`src/rtl/ghost_pkg.sv`:
```
// Shared ghost/maze definitions used by the ghost mover, the sprite renderer
// and the Pac-Man controller.
package ghost_pkg;

    localparam int TILE_W       = 5;
    localparam int DEFAULT_COLS = 21;
    localparam int DEFAULT_ROWS = 21;

    typedef enum logic [1:0] {
        UP    = 2'd0,
        LEFT  = 2'd1,
        DOWN  = 2'd2,
        RIGHT = 2'd3
    } dir_t;

    // Opposite heading of d.
    function automatic dir_t reverse(input dir_t d);
        case (d)
            UP:      return DOWN;
            LEFT:    return RIGHT;
            DOWN:    return UP;
            RIGHT:   return LEFT;
            default: return LEFT;
        endcase
    endfunction

endpackage

```
`src/rtl/ghost_dir_select.sv`:
```
// Combinational heading choice: masks the reverse heading out of the open
// set (unless it is the only way out) and picks the candidate neighbour that
// is closest to Pac-Man, ties resolved UP > LEFT > DOWN > RIGHT.
module ghost_dir_select
    import ghost_pkg::*;
(
    input  logic [3:0]        open,
    input  logic [TILE_W-1:0] pos_x,
    input  logic [TILE_W-1:0] pos_y,
    input  dir_t              ghost_dir,
    input  logic [TILE_W-1:0] pac_x,
    input  logic [TILE_W-1:0] pac_y,
    output dir_t              next_dir,
    output logic              move_valid
);

    localparam logic [TILE_W-1:0] ONE_T = TILE_W'(1);

    logic [TILE_W-1:0] nbr_x_s [4];
    logic [TILE_W-1:0] nbr_y_s [4];
    logic [TILE_W:0]   dist_s  [4];
    logic [3:0]        rev_mask_s;
    logic [3:0]        fwd_s;
    logic [3:0]        cand_s;
    logic [TILE_W:0]   best_dist_s;
    logic              found_s;
    dir_t              best_dir_s;

    // Manhattan distance between two tiles, kept one bit wider than a tile.
    function automatic logic [TILE_W:0] tile_dist(
        input logic [TILE_W-1:0] ax,
        input logic [TILE_W-1:0] ay,
        input logic [TILE_W-1:0] bx,
        input logic [TILE_W-1:0] by
    );
        logic [TILE_W-1:0] dx;
        logic [TILE_W-1:0] dy;
        dx = (ax >= bx) ? (ax - bx) : (bx - ax);
        dy = (ay >= by) ? (ay - by) : (by - ay);
        return {1'b0, dx} + {1'b0, dy};
    endfunction

    // Neighbour tiles and their distances to Pac-Man; out-of-maze
    // neighbours wrap here but are never open, so they are never chosen.
    always_comb begin
        nbr_x_s[0] = pos_x;         nbr_y_s[0] = pos_y - ONE_T;
        nbr_x_s[1] = pos_x - ONE_T; nbr_y_s[1] = pos_y;
        nbr_x_s[2] = pos_x;         nbr_y_s[2] = pos_y + ONE_T;
        nbr_x_s[3] = pos_x + ONE_T; nbr_y_s[3] = pos_y;
        for (int d = 0; d < 4; d++) begin
            dist_s[d] = tile_dist(nbr_x_s[d], nbr_y_s[d], pac_x, pac_y);
        end
    end

    // Candidate masking and strict-less-than scan in priority order.
    always_comb begin
        rev_mask_s = 4'b0000;
        rev_mask_s[reverse(ghost_dir)] = 1'b1;
        fwd_s = open & ~rev_mask_s;
        if (fwd_s != 4'b0000) begin
            cand_s = fwd_s;
        end else begin
            cand_s = open & rev_mask_s;
        end
        found_s     = 1'b0;
        best_dist_s = {(TILE_W+1){1'b1}};
        best_dir_s  = UP;
        for (int d = 0; d < 4; d++) begin
            if (cand_s[d] && (!found_s || (dist_s[d] < best_dist_s))) begin
                found_s     = 1'b1;
                best_dist_s = dist_s[d];
                best_dir_s  = dir_t'(d[1:0]);
            end else begin
                best_dist_s = best_dist_s;
            end
        end
        next_dir   = best_dir_s;
        move_valid = found_s;
    end

endmodule

```
`src/rtl/ghost_mover.sv`:
```
// Per-ghost movement controller: on each move tick probes the four
// neighbouring tiles through a synchronous wall-map port, greedily steps one
// tile towards Pac-Man and reports a catch when both share a tile.
module ghost_mover
    import ghost_pkg::*;
#(
    parameter int COLS    = DEFAULT_COLS,
    parameter int ROWS    = DEFAULT_ROWS,
    parameter int START_X = 10,
    parameter int START_Y = 9
) (
    input  logic              clk,
    input  logic              reset_n,
    input  logic              move_tick,
    input  logic              gameover,
    input  logic [TILE_W-1:0] pac_x,
    input  logic [TILE_W-1:0] pac_y,
    output logic [TILE_W-1:0] wall_rd_x,
    output logic [TILE_W-1:0] wall_rd_y,
    input  logic              wall_bit,
    output logic [TILE_W-1:0] ghost_x,
    output logic [TILE_W-1:0] ghost_y,
    output dir_t              ghost_dir,
    output logic              busy,
    output logic              caught
);

    typedef enum logic [2:0] {
        IDLE    = 3'd0,
        PROBE_U = 3'd1,
        PROBE_L = 3'd2,
        PROBE_D = 3'd3,
        PROBE_R = 3'd4,
        CAPTURE = 3'd5,
        DECIDE  = 3'd6
    } state_t;

    localparam logic [TILE_W-1:0] MAX_X   = TILE_W'(COLS - 1);
    localparam logic [TILE_W-1:0] MAX_Y   = TILE_W'(ROWS - 1);
    localparam logic [TILE_W-1:0] ZERO_T  = TILE_W'(0);
    localparam logic [TILE_W-1:0] ONE_T   = TILE_W'(1);
    localparam logic [TILE_W-1:0] START_X_T = TILE_W'(START_X);
    localparam logic [TILE_W-1:0] START_Y_T = TILE_W'(START_Y);

    state_t            state_r;
    state_t            state_s;
    logic [TILE_W-1:0] ghost_x_r;
    logic [TILE_W-1:0] ghost_y_r;
    dir_t              ghost_dir_r;
    logic              busy_r;
    logic              caught_r;
    logic [TILE_W-1:0] wall_rd_x_r;
    logic [TILE_W-1:0] wall_rd_y_r;
    logic [3:0]        open_r;

    logic [TILE_W-1:0] nbr_x_s [4];
    logic [TILE_W-1:0] nbr_y_s [4];
    logic [3:0]        oob_s;
    logic              probe_en_s;
    logic [1:0]        probe_idx_s;
    logic [TILE_W-1:0] probe_x_s;
    logic [TILE_W-1:0] probe_y_s;
    dir_t              next_dir_s;
    logic              move_valid_s;

    ghost_dir_select u_dir_select (
        .open       (open_r),
        .pos_x      (ghost_x_r),
        .pos_y      (ghost_y_r),
        .ghost_dir  (ghost_dir_r),
        .pac_x      (pac_x),
        .pac_y      (pac_y),
        .next_dir   (next_dir_s),
        .move_valid (move_valid_s)
    );

    // Neighbour coordinates and the maze-edge flags (no wrap-around tunnels).
    always_comb begin
        nbr_x_s[0] = ghost_x_r;         nbr_y_s[0] = ghost_y_r - ONE_T;
        nbr_x_s[1] = ghost_x_r - ONE_T; nbr_y_s[1] = ghost_y_r;
        nbr_x_s[2] = ghost_x_r;         nbr_y_s[2] = ghost_y_r + ONE_T;
        nbr_x_s[3] = ghost_x_r + ONE_T; nbr_y_s[3] = ghost_y_r;
        oob_s[0] = (ghost_y_r == ZERO_T);
        oob_s[1] = (ghost_x_r == ZERO_T);
        oob_s[2] = (ghost_y_r == MAX_Y);
        oob_s[3] = (ghost_x_r == MAX_X);
    end

    // Next-state logic: one probe per direction, then capture and decide.
    always_comb begin
        state_s = state_r;
        case (state_r)
            IDLE: begin
                if (move_tick && !gameover) begin
                    state_s = PROBE_U;
                end else begin
                    state_s = IDLE;
                end
            end
            PROBE_U: state_s = PROBE_L;
            PROBE_L: state_s = PROBE_D;
            PROBE_D: state_s = PROBE_R;
            PROBE_R: state_s = CAPTURE;
            CAPTURE: state_s = DECIDE;
            DECIDE:  state_s = IDLE;
            default: state_s = IDLE;
        endcase
    end

    // Address to present during the upcoming probe state; an off-maze
    // neighbour reads the current tile instead.
    always_comb begin
        probe_en_s  = 1'b0;
        probe_idx_s = 2'd0;
        case (state_s)
            PROBE_U: begin probe_en_s = 1'b1; probe_idx_s = 2'd0; end
            PROBE_L: begin probe_en_s = 1'b1; probe_idx_s = 2'd1; end
            PROBE_D: begin probe_en_s = 1'b1; probe_idx_s = 2'd2; end
            PROBE_R: begin probe_en_s = 1'b1; probe_idx_s = 2'd3; end
            default: begin probe_en_s = 1'b0; probe_idx_s = 2'd0; end
        endcase
        if (oob_s[probe_idx_s]) begin
            probe_x_s = ghost_x_r;
            probe_y_s = ghost_y_r;
        end else begin
            probe_x_s = nbr_x_s[probe_idx_s];
            probe_y_s = nbr_y_s[probe_idx_s];
        end
    end

    // FSM state register.
    always_ff @(posedge clk or negedge reset_n) begin
        if (!reset_n) begin
            state_r <= IDLE;
        end else begin
            state_r <= state_s;
        end
    end

    // Registered wall-map address, loaded one cycle ahead of each probe state.
    always_ff @(posedge clk or negedge reset_n) begin
        if (!reset_n) begin
            wall_rd_x_r <= ZERO_T;
            wall_rd_y_r <= ZERO_T;
        end else if (probe_en_s) begin
            wall_rd_x_r <= probe_x_s;
            wall_rd_y_r <= probe_y_s;
        end
    end

    // Capture read data one state after each probe, then commit the step.
    always_ff @(posedge clk or negedge reset_n) begin
        if (!reset_n) begin
            open_r      <= 4'b0000;
            ghost_x_r   <= START_X_T;
            ghost_y_r   <= START_Y_T;
            ghost_dir_r <= LEFT;
        end else begin
            case (state_r)
                PROBE_L: open_r[0] <= !wall_bit && !oob_s[0];
                PROBE_D: open_r[1] <= !wall_bit && !oob_s[1];
                PROBE_R: open_r[2] <= !wall_bit && !oob_s[2];
                CAPTURE: open_r[3] <= !wall_bit && !oob_s[3];
                DECIDE: begin
                    if (move_valid_s) begin
                        ghost_x_r   <= nbr_x_s[next_dir_s];
                        ghost_y_r   <= nbr_y_s[next_dir_s];
                        ghost_dir_r <= next_dir_s;
                    end
                end
                default: open_r <= open_r;
            endcase
        end
    end

    // Status flags: busy tracks the non-idle states, caught lags position by one cycle.
    always_ff @(posedge clk or negedge reset_n) begin
        if (!reset_n) begin
            busy_r   <= 1'b0;
            caught_r <= 1'b0;
        end else begin
            busy_r   <= (state_s != IDLE);
            caught_r <= (ghost_x_r == pac_x) && (ghost_y_r == pac_y) && !gameover;
        end
    end

    assign wall_rd_x = wall_rd_x_r;
    assign wall_rd_y = wall_rd_y_r;
    assign ghost_x   = ghost_x_r;
    assign ghost_y   = ghost_y_r;
    assign ghost_dir = ghost_dir_r;
    assign busy      = busy_r;
    assign caught    = caught_r;

endmodule

```
`config.mk`:
```
export PLATFORM = sky130hd
export DESIGN_NAME = ghost_mover
export DESIGN_NICKNAME = d
export VERILOG_FILES = /design/src/rtl/ghost_pkg.sv /design/src/rtl/ghost_dir_select.sv /design/src/rtl/ghost_mover.sv
export SDC_FILE = /design/constraint.sdc
export NUM_CORES = 1
export LEC_CHECK = 0
export BUFFER_PORTS_ARGS = -buffer_cell sky130_fd_sc_hd__buf_4
export CORE_MARGIN = 2
export CORE_UTILIZATION = 57
export DETAILED_ROUTE_END_ITERATION = 12
export GPL_ROUTABILITY_DRIVEN = 0
export PLACE_DENSITY = 0.85
export SLEW_MARGIN = 20
export SYNTH_ARGS = -nofsm -noshare
export SYNTH_HDL_FRONTEND = slang
export SYNTH_SLANG_ARGS = --single-unit
```
`constraint.sdc`:
```
create_clock -name clk -period 8.3 [get_ports clk]
set_input_delay 0.415 -clock clk [delete_from_list [all_inputs] [get_ports clk]]
set_output_delay 0.415 -clock clk [all_outputs]
set_load 0.02 [all_outputs]
```
==> results of run 1 <==
[worst min path at each step]
stage | from | endpoint
6_report | reset_n | ghost_dir[1]
3_3_place_gp | reset_n | caught
2_1_floorplan | reset_n | async pin
5_1_grt | reset_n | wall_rd_y[1]
4_1_cts | reset_n | async pin
3_5_place_dp | reset_n | async pin
[through the flow]
step / hold WS [ns] / util
6_report: 0.0484 / 0.738
5_1_grt: 0.0730 / 0.738
2_1_floorplan: 0.119 / -
4_1_cts: 0.0561 / 0.677
3_5_place_dp: 0.370 / 0.653
3_3_place_gp: 0.362 / 0.653
[worst reg2reg max path: cells and delay by family, from the launching register on]
kind            cells  cell delay, ns
flops               1            0.57
buf+inv             6            0.94
compound gates     17            2.95
fa+ha+maj           6            1.60
xor+xnor            2            0.38
mux                 1            0.28
simple gates        9            1.56
[what timing repair did]
action / 4_1_cts / 5_1_grt
setup buffers: 8 / 25
cloned: 1 / 0
gates resized for setup: 6 / 75
pin swaps: 5 / 38
endpoints found under the setup margin: 7 / 12
[layout make-up]
class	instances	area (um^2)
clock buffers	6	82.6
clock inverters	2	35.0
fillers	539	2290
inverters	67	260
multi-input cells	499	4430
flip-flops and latches	31	785
well taps	108	135
repair buffers	93	706
[cells by family after synthesis]
group                      after synthesis  share of synthesized area
buffers and inverters                   82                     0.0604
AOI/OAI and AO/OA                      163                      0.211
adders and majority gates              105                      0.279
xor gates and xnor gates                53                     0.0904
muxes                                   35                     0.0712
and+or+nand+nor                        142                      0.136
DFF                                     31                      0.152
[routing by layer]
metal / part of all wire / routed length, um
met5: 0 / 0
met4: 0.049 / 787
met3: 0.070 / 1120
met2: 0.49 / 7890
met1: 0.39 / 6200
[cell usage in the layout, fill, tap and decap left out, drive strengths merged, types with 8 or more instances in the layout]
cell type,instances
mux2,12
nor2,34
nand3,11
mux2i,23
dfrtp,26
buf,93
fa,16
xor2,16
a21oi,40
nand2,43
o21bai,8
o21ai,43
a21o,19
xnor2,37
nor3,10
inv,66
ha,88
nor2b,10
==> reports/results.txt, run 1 <==
root buffer cell -> clkbuf_8
number of flops mapped to enable cells by yosys -> 0
Non-Filler Instances -> 806
top post-synthesis cells by count -> 88 x ha_1, 67 x inv_1, 43 x nand2_1, 41 x o21ai_0, 38 x a21oi_1
Design Area, Final -> 6430 um^2
worst path arrival time -> 8.57 ns
Area Growth Syn to Fin -> 25.3%
routed vias/inst -> 6.35
GRT Residual Overflow -> 0
I/O pin cnt -> 39
GRT met1 Usage -> 0.356
worst endpoint required time -> 8.48 ns
reg2reg path depth -> 41
# DRC -> 0
count of buffers from port buffering -> 38
clk sinks -> 31
CTS Buffer Depth -> 2
antenna violations before repair -> 0
Max Clock Skew -> 0.00859 ns
net count after synthesis -> 730
min cycle time layout -> 8.39 ns
die area -> 9780 um^2
Yosys cell types -> 61
Syn Inst Count -> 611
CTS tree -> yes
clk_lat worst skew -> 0.29 ns
final worst path period share -> 1.01
top-count cell post-synth -> ha_1
Peak Freq -> 0.119 GHz
startpoint types -> flip-flop
clock slew at reported path FFs -> 0.07 ns
Initial Utilization -> 0.589
failing checks -> setup timing
final hold vios -> 0
Max Cap Violations -> 0
Synth Flop Type -> dfrtp_1
Seq/Total Area, Yosys -> 0.152
placed cell area -> 5690 um^2
RSZ-0062 raised after global routing -> yes
Detailed Route WL -> 16000 um
Hold Crit Class -> in -> async
Synth area leaders -> ha_1 21%, dfrtp_1 13%, xnor2_1 6.3%
Slew @ Worst Pin -> 0.802 ns
Seq cells post-synth -> 31
antenna-violating nets left -> 0
critical path depth -> 41
Avg WL per Cell -> 19.8 um
FP Rows -> 34
yosys warns -> 0
async set or reset register ratio after synthesis -> 1.00
CP Max Fanout -> 5
H-tree levels -> 2
cts bufs inserted -> 5
R2R Setup Slk -> -0.09 ns
Detailed Place HPWL -> 10800 um
CP Class -> reg -> reg
outcome -> finished with violations
GR Util met3 -> 0.0355
n_diodes -> 0
layout cells sized above 1 -> 0.275
post-synth top area share -> 0.214
largest net degree at the start of global routing -> 32
Die X -> 98.9 um
Global Route Usage Sum -> 0.282
Synth area leader -> ha_1
CP max stage delay -> 0.57 ns
CP max stage cell -> dfstp_2
Syn Area/Cell -> 8.40 um^2
TritonRoute pass-1 iters -> 5
Slew HR -> 0.464
Die Y-Extent -> 98.9 um
placed insts -> 764
Post-CTS Hold Buffers -> 0
final-report max-slew violation count -> 0
met2 Resource Use GR -> 0.495
final setup fails -> 2
1st-iter DRT viols -> 312
GR peak layer -> met2
cell area after synthesis -> 5130 um^2
fin worst setup slack -> -0.0891 ns
Core ar. -> 8720 um^2
Sum Neg Setup Slack -> -0.128 ns
total number of vias -> 5118
number of global-route vias before repair -> 4873
Crit path max-delay family -> compound AO/OA/AOI/OAI gates
Nets -> 816
DP Worst Slack -> -0.355 ns
CP Capture Type -> flip-flop
CP bufs+invs -> 6
first-pass GRT wire length -> 22700 um
Power of run 1 is not shown: default switching activity piles up to over one toggle a cycle in this logic, so the estimate is an artifact.
==> run 2: changes to the inputs <==
--- a/config.mk
+++ b/config.mk
@@ -6,6 +6,7 @@
 export NUM_CORES = 1
 export LEC_CHECK = 0
 export BUFFER_PORTS_ARGS = -buffer_cell sky130_fd_sc_hd__buf_4
+export CORE_ASPECT_RATIO = 0.9
 export CORE_MARGIN = 2
 export CORE_UTILIZATION = 57
 export DETAILED_ROUTE_END_ITERATION = 12
==> run 2 against run 1 <==
Effect of this change: the flow still finishes with violations (setup timing); highest routed layer unchanged; largest cell class unchanged; global-route usage grew 0.79 points; routed wire length shrank 0.89%; register-to-register slack lost 0.18 ns; setup slack lost 0.18 ns; via count shrank 0.55%; maximum frequency shrank 2.1%; clock skew shrank 0.0043 ns.
==> reports/results.txt, run 2 (synthesis gave the netlist of run 1 again) <==
outcome -> finished with violations
n_diodes -> 0 (unchanged)
GRT Residual Overflow -> 0 (unchanged)
Initial Utilization -> 0.594 (+0.00494)
clock slew at reported path FFs -> 0.07 ns (about the same)
most frequent cells in the layout -> 92 x buf_4, 76 x ha_1, 59 x inv_1, 40 x nand2_1, 31 x xnor2_1
final setup fails -> 8 (+6)
clk_lat worst skew -> 0.29 ns (about the same)
final worst path period share -> 1.03 (+0.0220)
first-pass GRT wire length -> 23200 um (+2.3%)
Detailed Route WL -> 15800 um (-0.89%)
final hold vios -> 0 (unchanged)
Nets -> 818 (+0.25%)
Detailed Place HPWL -> 11100 um (+3.4%)
startpoint types -> flip-flop
Max Cap Violations -> 0 (unchanged)
clk sinks -> 31 (unchanged)
largest net degree at the start of global routing -> 32 (unchanged)
cts bufs inserted -> 5 (unchanged)
FF-to-FF Start -> ghost_y[0]
Die Y-Extent -> 94.0 um (-4.9%)
FP Rows -> 32 (-5.9%)
antenna-violating nets left -> 0 (unchanged)
CP Capture Type -> flip-flop
antenna violations before repair -> 0 (unchanged)
routed vias/inst -> 6.21 (-2.1%)
DP Worst Slack -> -0.383 ns (-0.0277 ns)
Hold Crit Class -> in -> async
Max Clock Skew -> 0.00432 ns (-0.00428 ns)
Slew HR -> 0.488 (+0.0241)
min cycle time layout -> 8.57 ns (+0.182 ns)
number of global-route vias before repair -> 4882 (+0.18%)
critical path's most frequent cell -> a21oi_2
CP max stage cell -> dfstp_2
Core ar. -> 8650 um^2 (-0.83%)
worst path arrival time -> 8.74 ns (+0.17 ns)
CP Max Fanout -> 6 (+1)
1st-iter DRT viols -> 441 (+41%)
count of buffers from port buffering -> 38 (unchanged)
total number of vias -> 5090 (-0.55%)
die area -> 9780 um^2 (about the same)
RSZ-0062 raised after global routing -> yes
filler instances -> 582 (+8.0%)
CTS tree -> yes
Avg WL per Cell -> 19.3 um (-2.5%)
failing checks -> setup timing
final-report max-slew violation count -> 0 (unchanged)
TritonRoute pass-1 iters -> 7 (+2)
Area Growth Syn to Fin -> 27.2%
H-tree levels -> 2 (unchanged)
CTS Buffer Depth -> 2 (unchanged)
CP max stage delay -> 0.54 ns (-0.03 ns)
Slew @ Worst Pin -> 0.766 ns (-0.0360 ns)
R2R Setup Slk -> -0.27 ns (-0.18 ns)
commonest non-fill, non-tap cell in the layout -> buf_4
root buffer cell -> clkbuf_8
reg2reg path depth -> 42 (+2.4%)
Die X -> 104 um (+5.2%)
I/O pin cnt -> 39 (unchanged)
# DRC -> 0 (unchanged)
CP Class -> reg -> reg
fin worst setup slack -> -0.272 ns (-0.182 ns)
Peak Freq -> 0.117 GHz (-2.1%)
Global Route Usage Sum -> 0.290 (+0.00794)
layout cells sized above 1 -> 0.293 (+0.0178)
worst endpoint required time -> 8.47 ns (about the same)
-- run 2: cell count changes in the layout (fill, tap and decap cells not counted), sizes merged --
cell	change
buf	+2
-- run 2: worst max-delay path, delay by kind of cell (launching register included) --
| family | cells | cell delay (ns) |
|---|---|---|
| AO/OA/AOI/OAI | 19 | 3.34 |
| XOR/XNOR | 2 | 0.33 |
| AND/OR/NAND/NOR | 6 | 1.08 |
| adder cells (fa/ha/maj) | 7 | 1.92 |
| buffers and inverters | 6 | 0.78 |
| multiplexers | 2 | 0.47 |
| flip-flops | 1 | 0.54 |
-- run 2: layout make-up --
cell class | count | area (um^2) | area share
clock inverter | 2 | 35.0 | 0.00536
sequential | 31 | 782 | 0.120
multi-input combinational | 499 | 4500 | 0.689
clock buffer | 6 | 82.6 | 0.0126
timing repair buffer | 95 | 724 | 0.111
inverter | 67 | 258 | 0.0395
tap | 119 | 149 | 0.0228
-- run 2: per-stage QoR --
step,utilization,hold slack [ns],TNS (ns),instance area [um^2],std cells
global route,0.755,0.0734,-3.70,6530,819
CTS,0.692,0.0567,0,5990,797
finish,0.755,0.0460,-1.10,6530,819
detailed placement,0.659,0.364,-2.76,5700,774
global placement,0.659,0.359,0,5700,774
floorplan,-,0.119,0,5170,611
-- run 2: layer usage --
layer	part of all wire	wire length (um)	global-route usage
met1	0.42	6690	0.377
met2	0.48	7630	0.516
met3	0.062	979	0.0284
met4	0.034	543	0.0856
met5	0	0	0
-- run 2: timing repair --
item | in CTS | in global routing
hold endpoints to repair | 0 | 0
gates resized for setup | 18 | 74
buffers inserted | 14 | 22
gates cloned | 1 | 0
pin swaps | 9 | 40
endpoints found under the setup margin | 11 | 12
hold buffers | 0 | 0
-- run 2: worst max path at each step --
stage,start,end,slack [ns],cells after the start
after floorplan,flip-flop,flip-flop,0.01,43
final,ghost_y[0],flip-flop,-0.27,42
after global routing,ghost_y[0],flip-flop,-0.50,42
after global placement,pac_y[1],flip-flop,0.03,35
after CTS,ghost_y[0],flip-flop,0.002,40
after detailed placement,pac_y[1],flip-flop,-0.38,36
Power of run 2 is left out for the same reason.
